`config.mk`:
```
export PLATFORM = sky130hd
export DESIGN_NAME = lbp_window_sched
export DESIGN_NICKNAME = d
export VERILOG_FILES = /design/src/rtl/lbp_window_sched.sv
export SDC_FILE = /design/constraint.sdc
export NUM_CORES = 1
export LEC_CHECK = 0
export CAP_MARGIN = 20
export CORE_MARGIN = 2
export CORE_UTILIZATION = 50
export DETAILED_ROUTE_END_ITERATION = 10
export PLACE_DENSITY = 0.78
export SLEW_MARGIN = 20
export SYNTH_ARGS = -nofsm -noshare
export SYNTH_HDL_FRONTEND = slang
export SYNTH_SLANG_ARGS = --single-unit
export TNS_END_PERCENT = 100
```
`constraint.sdc`:
```
create_clock -name clk -period 12.52 [get_ports clk]
set_clock_uncertainty 0.2 [all_clocks]
set_input_delay 2.504 -clock clk [delete_from_list [all_inputs] [get_ports clk]]
set_output_delay 2.504 -clock clk [all_outputs]
set_load 0.005 [all_outputs]
```
`src/rtl/lbp_window_sched.sv`:
```
// Raster-scan fetch scheduler for 3x3 LBP windows with column reuse between slides.
// Optional macro LBP_CODE_EN adds a registered 8-bit LBP code output (win_code).
module lbp_window_sched #(
    parameter int IMG_W = 128,
    parameter int IMG_H = 128,
    parameter int AW    = 14,
    parameter int DW    = 8
) (
    input  logic              clk,
    input  logic              reset,
    input  logic              start,
    input  logic              gray_ready,
    output logic              gray_req,
    output logic [AW-1:0]     gray_addr,
    input  logic [DW-1:0]     gray_data,
    output logic              win_valid,
    input  logic              win_ready,
    output logic [AW-1:0]     win_addr,
    output logic [9*DW-1:0]   win_pix,
`ifdef LBP_CODE_EN
    output logic [7:0]        win_code,
`endif
    output logic              busy,
    output logic              done
);

    localparam logic [2:0] S_IDLE  = 3'd0;
    localparam logic [2:0] S_FILL  = 3'd1;
    localparam logic [2:0] S_SLIDE = 3'd2;
    localparam logic [2:0] S_DRAIN = 3'd3;
    localparam logic [2:0] S_HOLD  = 3'd4;
    localparam logic [2:0] S_DONE  = 3'd5;

    localparam int          LOG_W    = $clog2(IMG_W);
    localparam logic [AW-1:0] LAST_COL = AW'(IMG_W - 2);
    localparam logic [AW-1:0] LAST_ROW = AW'(IMG_H - 2);

    logic [2:0]      state;
    logic [AW-1:0]   row;
    logic [AW-1:0]   col;
    logic [1:0]      r_idx;
    logic [1:0]      c_idx;
    logic            pend_valid;
    logic [3:0]      pend_slot;
    logic [9*DW-1:0] pix_nxt;
    logic            issuing;
    logic            accept;
    logic            row_end;
    logic            last_win;

    // Handshake: a window transfers on any edge where win_valid and win_ready
    // are both high; win_valid then stays low until the next window is complete.
    assign issuing   = (state == S_FILL) || (state == S_SLIDE);
    assign gray_req  = issuing && gray_ready;
    assign win_valid = (state == S_HOLD);
    assign accept    = win_valid && win_ready;
    assign busy      = (state != S_IDLE) && (state != S_DONE);
    assign done      = (state == S_DONE);
    assign row_end   = (col == LAST_COL);
    assign last_win  = row_end && (row == LAST_ROW);

    // r_idx selects dy (0..2 -> -1..+1), c_idx selects dx; win_addr is the centre.
    assign gray_addr = issuing
        ? (win_addr - AW'(IMG_W) - AW'(1) + (AW'(r_idx) << LOG_W) + AW'(c_idx))
        : '0;

    always_comb begin
        pix_nxt = win_pix;
        if (accept && !row_end) begin
            for (int r = 0; r < 3; r++) begin
                pix_nxt[(3*r)*DW +: DW]   = win_pix[(3*r+1)*DW +: DW];
                pix_nxt[(3*r+1)*DW +: DW] = win_pix[(3*r+2)*DW +: DW];
            end
        end
        if (pend_valid) begin
            pix_nxt[int'(pend_slot)*DW +: DW] = gray_data;
        end
    end

`ifdef LBP_CODE_EN
    function automatic logic [7:0] lbp_code(input logic [9*DW-1:0] p);
        logic [7:0] c;
        int         k;
        c = '0;
        for (int j = 0; j < 8; j++) begin
            k    = (j < 4) ? j : j + 1;
            c[j] = (p[k*DW +: DW] >= p[4*DW +: DW]);
        end
        return c;
    endfunction

    always_ff @(posedge clk or posedge reset) begin
        if (reset) win_code <= '0;
        else       win_code <= lbp_code(pix_nxt);
    end
`endif

    always_ff @(posedge clk or posedge reset) begin
        if (reset) begin
            state      <= S_IDLE;
            row        <= '0;
            col        <= '0;
            r_idx      <= '0;
            c_idx      <= '0;
            pend_valid <= 1'b0;
            pend_slot  <= '0;
            win_addr   <= '0;
            win_pix    <= '0;
        end else begin
            pend_valid <= gray_req;
            pend_slot  <= 4'(r_idx) * 4'd3 + 4'(c_idx);
            win_pix    <= pix_nxt;
            case (state)
                S_IDLE: begin
                    if (start) begin
                        state    <= S_FILL;
                        row      <= AW'(1);
                        col      <= AW'(1);
                        win_addr <= AW'(IMG_W + 1);
                        r_idx    <= '0;
                        c_idx    <= '0;
                    end
                end
                S_FILL, S_SLIDE: begin
                    if (gray_req) begin
                        if (r_idx == 2'd2) begin
                            r_idx <= '0;
                            if (state == S_FILL && c_idx != 2'd2) c_idx <= c_idx + 2'd1;
                            else                                  state <= S_DRAIN;
                        end else begin
                            r_idx <= r_idx + 2'd1;
                        end
                    end
                end
                S_DRAIN: state <= S_HOLD;
                S_HOLD: begin
                    if (win_ready) begin
                        if (last_win) begin
                            state <= S_DONE;
                        end else if (row_end) begin
                            // From (r, W-2) to (r+1, 1) is +3 in row-major order.
                            state    <= S_FILL;
                            row      <= row + AW'(1);
                            col      <= AW'(1);
                            win_addr <= win_addr + AW'(3);
                            r_idx    <= '0;
                            c_idx    <= '0;
                        end else begin
                            state    <= S_SLIDE;
                            col      <= col + AW'(1);
                            win_addr <= win_addr + AW'(1);
                            r_idx    <= '0;
                            c_idx    <= 2'd2;
                        end
                    end
                end
                S_DONE:  state <= S_IDLE;
                default: state <= S_IDLE;
            endcase
        end
    end

endmodule

```
# [Yosys cells after proc, flatten, opt, wreduce, memory -nomap -nowiden]
# Cells that the tools add are included.
[totals] inputBits=13 wordCells=102 regBits=126 output_inout_bits=104
[op_classes] reduce_logical=18 shift=2 muxes=41 mul=1 eq_ne=18 addsub=12
[op_table] op="2-to-1 mux 14 bit" count=12
[op_table] op="one-hot mux 14 bit (2 select lines)" count=3
[op_table] op="bitwise mux 72 bit" count=1
[op_table] op="variable shift 8 x 33 -> 72 bit, first input constant" count=1
[op_table] op="variable part select 8 x 33 -> 72 bit" count=1
[op_table] op="2-to-1 mux 64 bit" count=1
[op_table] op="2-to-1 mux 16 bit" count=3
[op_table] op="adder 14 x 1 -> 14 bit, second input constant" count=3
[op_table] op="negation 7 -> 33 bit" count=1
[op_table] op="equality test 14 x 7 -> 1 bit, second input constant" count=2
[op_table] op="2-to-1 mux 2 bit" count=12
[op_table] op="2-to-1 mux 3 bit" count=6
[op_table] op="AND reduction 5 bit" count=3
[op_table] op="adder 14 x 2 -> 14 bit" count=1
[op_table] op="adder 14 x 2 -> 14 bit, second input constant" count=1
[op_table] op="adder 14 x 9 -> 14 bit" count=1
[op_table] op="inequality test 2 bit, second input constant" count=7
[op_table] op="subtractor 14 x 1 -> 14 bit, second input constant" count=1
[op_table] op="subtractor 14 x 8 -> 14 bit, second input constant" count=1
[op_table] op="one-hot mux 2 bit (3 select lines)" count=2
[op_table] op="one-hot mux 3 bit (4 select lines)" count=1
[op_table] op="AND reduction 7 bit" count=1
[op_table] op="equality test 3 x 2 -> 1 bit, second input constant" count=2
[op_table] op="equality test 3 bit, second input constant" count=2
[op_table] op="other kinds (15)" count=23

# [Longest topological paths before layout]
[logic_depth] word_depth=6 depth_mapped=12 depth_no_buf=11

# [Worst setup path after synthesis]
# OpenSTA, ideal clock, no wires.
[synth_path] kind="input to output" from="in gray_ready" to="out gray_req" n_path_buf=0 t_required_ns=9.816 t_arrival_ns=2.670 setup_slack_ns=7.146 path_stages=2 cell_sequence="inv_1 nor2_1"
[synth_between] elab_chain_cells=1
[synth_lines] element="from (decl)" line="12" source="input logic gray_ready,"
[synth_lines] element="logical AND 1 bit" line="54" source="assign gray_req = issuing && gray_ready;"
[synth_lines] element="to (decl)" line="13" source="output logic gray_req,"
# Every way passes these cells.

# [Final worst setup path]
# Ends and elaborated chain as after synthesis.

==> results.txt <==
* R2R Path Start: col[0]
- Number of placed cells counting well taps: 1036
- Timing would allow up to between 150 and 200 MHz.
* Count of maximum capacitance violations: 0
- TritonCTS clock tree: yes
- Sort of element at the start of the critical path: input port
- In the synthesized netlist, the number of instances is 770.
* Wire length on met3: roughly 1100 microns
- Placer congestion estimate: 0.973
- The finished layout holds about 1100 standard cells, fillers aside.
- Post-Syn Nets: just over 800
- Final clock period utilization by the worst path: approximately half
- Data arrives at the worst endpoint at approximately 3.7 ns.
- In this run the power spent charging and discharging nets is around 0.82 mW.
* Critical path endpoint category: primary output
- The floorplan step defined a die boundary enclosing ~16000 sq um.
* Number of clock sinks: 126
- The worst hold path terminates at win_pix[71].
* Number of hold buffers added after CTS: 0
- The final layout contains between 900 and 1000 nets.
- In this run the critical register-to-register path is captured at win_addr[12].
- Maximum buffer depth of the clock tree: 2
- Deepest level of the CTS H-tree: 4
- Top Metal Used: met4
- The share of total power dissipated in the clock network is 23.1%.
- Detailed-placement wirelength estimate: approximately 13000 microns
* Core box area: around 14000 sq um
- Setup repair after global routing left no endpoint under its margin.
- The path class of the tightest hold or removal check is reg2reg.
- Std cell rows: 44
- From synthesis to final layout, the design area changed by 25.0%.
- Delay of the slowest critical-path stage: approximately 0.52 ns
- Using the TritonRoute via totals, the vias-per-cell ratio works out to around 6.
- Gates resized during post-CTS repair numbered 0.
- The number of max-slew violations in the final report was 0.
- The floorplan step set the die height to between 100 and 150 microns.
- Root buf cell: clkbuf_16
- Final sum of negative setup slack: 0 ns
* Result of the run: finished, final reports clean
* Power density relative to cell area: 236 nW/um^2
- Number of hold violations in the final report: 0
- Maximum number of pins on one net before global-route repair: 78
- The clock reaches the later pin of the worst-skew pair after about 0.42 ns.
* Average instance area after synthesis: 9.53 sq um
- Detailed-route wire length per cell: around 18 microns
* Headroom to the max-slew limit: between 20% and 30%
- CP Class: in2out
* Post-synthesis sequential area ratio: between 40% and 50%
- Commonest cells after routing, fill and taps aside: dfrtp_1 (126), clkdlybuf4s50_1 (116), o21ai_0 (81)
- For this design, the slowest cell found on the critical path is clkdlybuf4s50_1.
* FFs w/ async S/R, synth: 100%
- Initial core utilization: 50.9%
- For flop-to-flop paths, the worst setup slack is 9.43 ns.
- Leaving out fill and tap cells, the most frequent cell in the layout is dfrtp_1.
- Clock-pin slew was measured on the worst setup and hold paths at around 0.06 ns.
- In this run the tool buffered the top-level ports with ~120 buffer cells.
* Maximum vdd ir drop: between 0.15 and 0.2 mV
- The synthesized design contains between 100 and 150 register bits.
- The analysis attributes to cell leakage a power of 4.14 nW.
- In the synthesized netlist the dominant register cell turns out to be dfrtp_1.
- Top delay family on crit path: buffers and inverters
- Before antenna repair, the detailed router went through 5 iterations.
- DR WL met2: 9160 microns
* GRT Overall Usage: about 25%
* WHS Path Cells: 2
- Via count of the first global-routing pass: 6334
- Met1 WL: 8430 microns
- Cell variety after synth: 69
- At the end of the flow the core is filled with cells to a little under two thirds.
- The die is 125 microns wide.
* Clock buffer count from CTS: 17
* Vias: ~6400
- Antenna violations before repair: 0
* Wire length of the first global-routing pass: roughly 32000 microns
* Total of endpoints with negative setup slack in the final report: 0
- Along the worst path, the maximum fanout reaches 3.
- Final hold analysis gives a worst-case slack of roughly 0.32 ns.
- The post-route netlist has ~8% of its cells at a drive strength greater than 1.
- Top Ports: about 120
- ANT cells: 0
- EDFF count, synth: 0
* Internal power of the cells: approximately 1.3 mW
* Combinational Power Share: between 40 and 50%
- Worst Reg-to-Reg Cells: 11
- After synthesis the cells add up to between 7000 and 8000 sq um.
- The most numerous cell type found on the critical path is clkdlybuf4s50_1.
- After filler insertion, the fill cell instance count of the layout stands at about 1200.
* Buffers & Inverters on Critical Path: 3
* Critical hold path startpoint: win_pix[71]
- Total wirelength of the detailed-routed design: about 19000 microns
- After global routing the overflow that remains totals 0.
* Setup Fix Bufs, Post-CTS: 0
- In this run switching power makes up a little under two fifths of total power.
- DRC violation count after routing: 0
* Data required time at the worst endpoint: about 9.8 ns
* Shortest clock period the worst path allows after layout: ~6.4 ns
- After the first detailed-routing iteration, the DRC count stood at 593.
* YS warnings: 0
- The count of nets left with antenna violations once routing finished came out at 0.
- Fraction of power consumed by sequential logic: between 30% and 40%
- Walking the worst path, the cells encountered are clkdlybuf4s50_1, inv_1, nor2_1, clkdlybuf4s50_1.
- For the pin with the worst max-slew slack, the measured transition is around 1.1 ns.
[state kept, by name, summed over array words and instances, names as in the netlist]
register,cells
col,14
state,3
pend_slot,4
row,14
c_idx,2
r_idx,2
pend_valid,1
win_addr,14
win_pix,72
[cell families (layout without fill, tap and decap cells)]
| family | after synthesis | after routing | share of synthesized area, % |
|---|---|---|---|
| AO/OA/AOI/OAI | 187 | 187 | 15.0 |
| XOR/XNOR | 8 | 8 | 1.06 |
| multiplexers | 70 | 70 | 9.79 |
| flip-flops | 126 | 126 | 43.0 |
| AND/OR/NAND/NOR | 260 | 260 | 19.1 |
| buffers and inverters | 79 | 193 | 4.86 |
| adder cells (fa/ha/maj) | 40 | 40 | 7.23 |
[cell type report]
cell class / count / area, sq um / share of cell area (%)
flip-flops and latches: 126 / 3150 / 34.4
repair buffers: 121 / 1200 / 13.1
well taps: 184 / 230 / 2.51
multi-input cells: 565 / 3840 / 41.8
clock inverters: 14 / 158 / 1.72
clock buffers: 18 / 439 / 4.79
inverters: 40 / 158 / 1.72
[tightest hold or removal path: stages, from the launching register on]
cell and delay [ns]:
dfrtp_1 0.37, nand2_1 0.05, o21ai_0 0.06
[stage by stage]
stage                     setup WS (ns)  cell area [sq um]  power [mW]
after floorplan                    6.46               7340        1.19
after global placement             6.12               8560        1.62
after detailed placement           6.09               8570        1.65
after CTS                          6.08               9160        2.16
after global routing               6.02               9170        2.31
final                              6.10               9170        2.16
[worst max path at each step]
stage	from	endpoint	cells after the start
6_report	gray_ready	gray_req	4
2_1_floorplan	reset	c_idx[0]	1
3_3_place_gp	gray_ready	gray_req	4
4_1_cts	gray_ready	gray_req	4
3_5_place_dp	gray_ready	gray_req	4
5_1_grt	gray_ready	gray_req	4
[layer usage]
| layer | up-vias | GRT usage [%] |
|---|---|---|
| met3 | 42 | 5.26 |
| met1 | 3168 | 33.5 |
| met5 | - | 0 |
| met4 | 0 | 10.0 |
| li1 | 2988 | - |
| met2 | 216 | 40.0 |
[power by group through the flow]
stage | Sequential [mW] | Clock, mW | Combinational (mW)
6_report | 0.658 | 0.500 | 1.01
5_1_grt | 0.678 | 0.526 | 1.10
4_1_cts | 0.657 | 0.503 | 1.00
2_1_floorplan | 0.633 | 0 | 0.553
3_5_place_dp | 0.662 | 0 | 0.986
3_3_place_gp | 0.657 | 0 | 0.965
[synth_stat cells (all sizes together) (6+ instances only)]
cell type | number | area, sq um
nand2 | 82 | 318
nor3 | 18 | 95.1
nand3 | 39 | 195
a31oi | 11 | 68.8
mux2 | 14 | 158
a21oi | 47 | 239
nor2 | 32 | 130
o21ai | 81 | 405
nor4 | 9 | 77.6
mux2i | 56 | 561
dfrtp | 126 | 3150
or4 | 9 | 67.6
or3 | 17 | 108
buf | 23 | 131
nand4 | 21 | 153
a21o | 14 | 105
o31ai | 11 | 96.3
and3 | 6 | 38.8
inv | 39 | 146
clkbuf | 16 | 70.1
ha | 36 | 450
No activity file was read; power rests on OpenSTA's default activity.
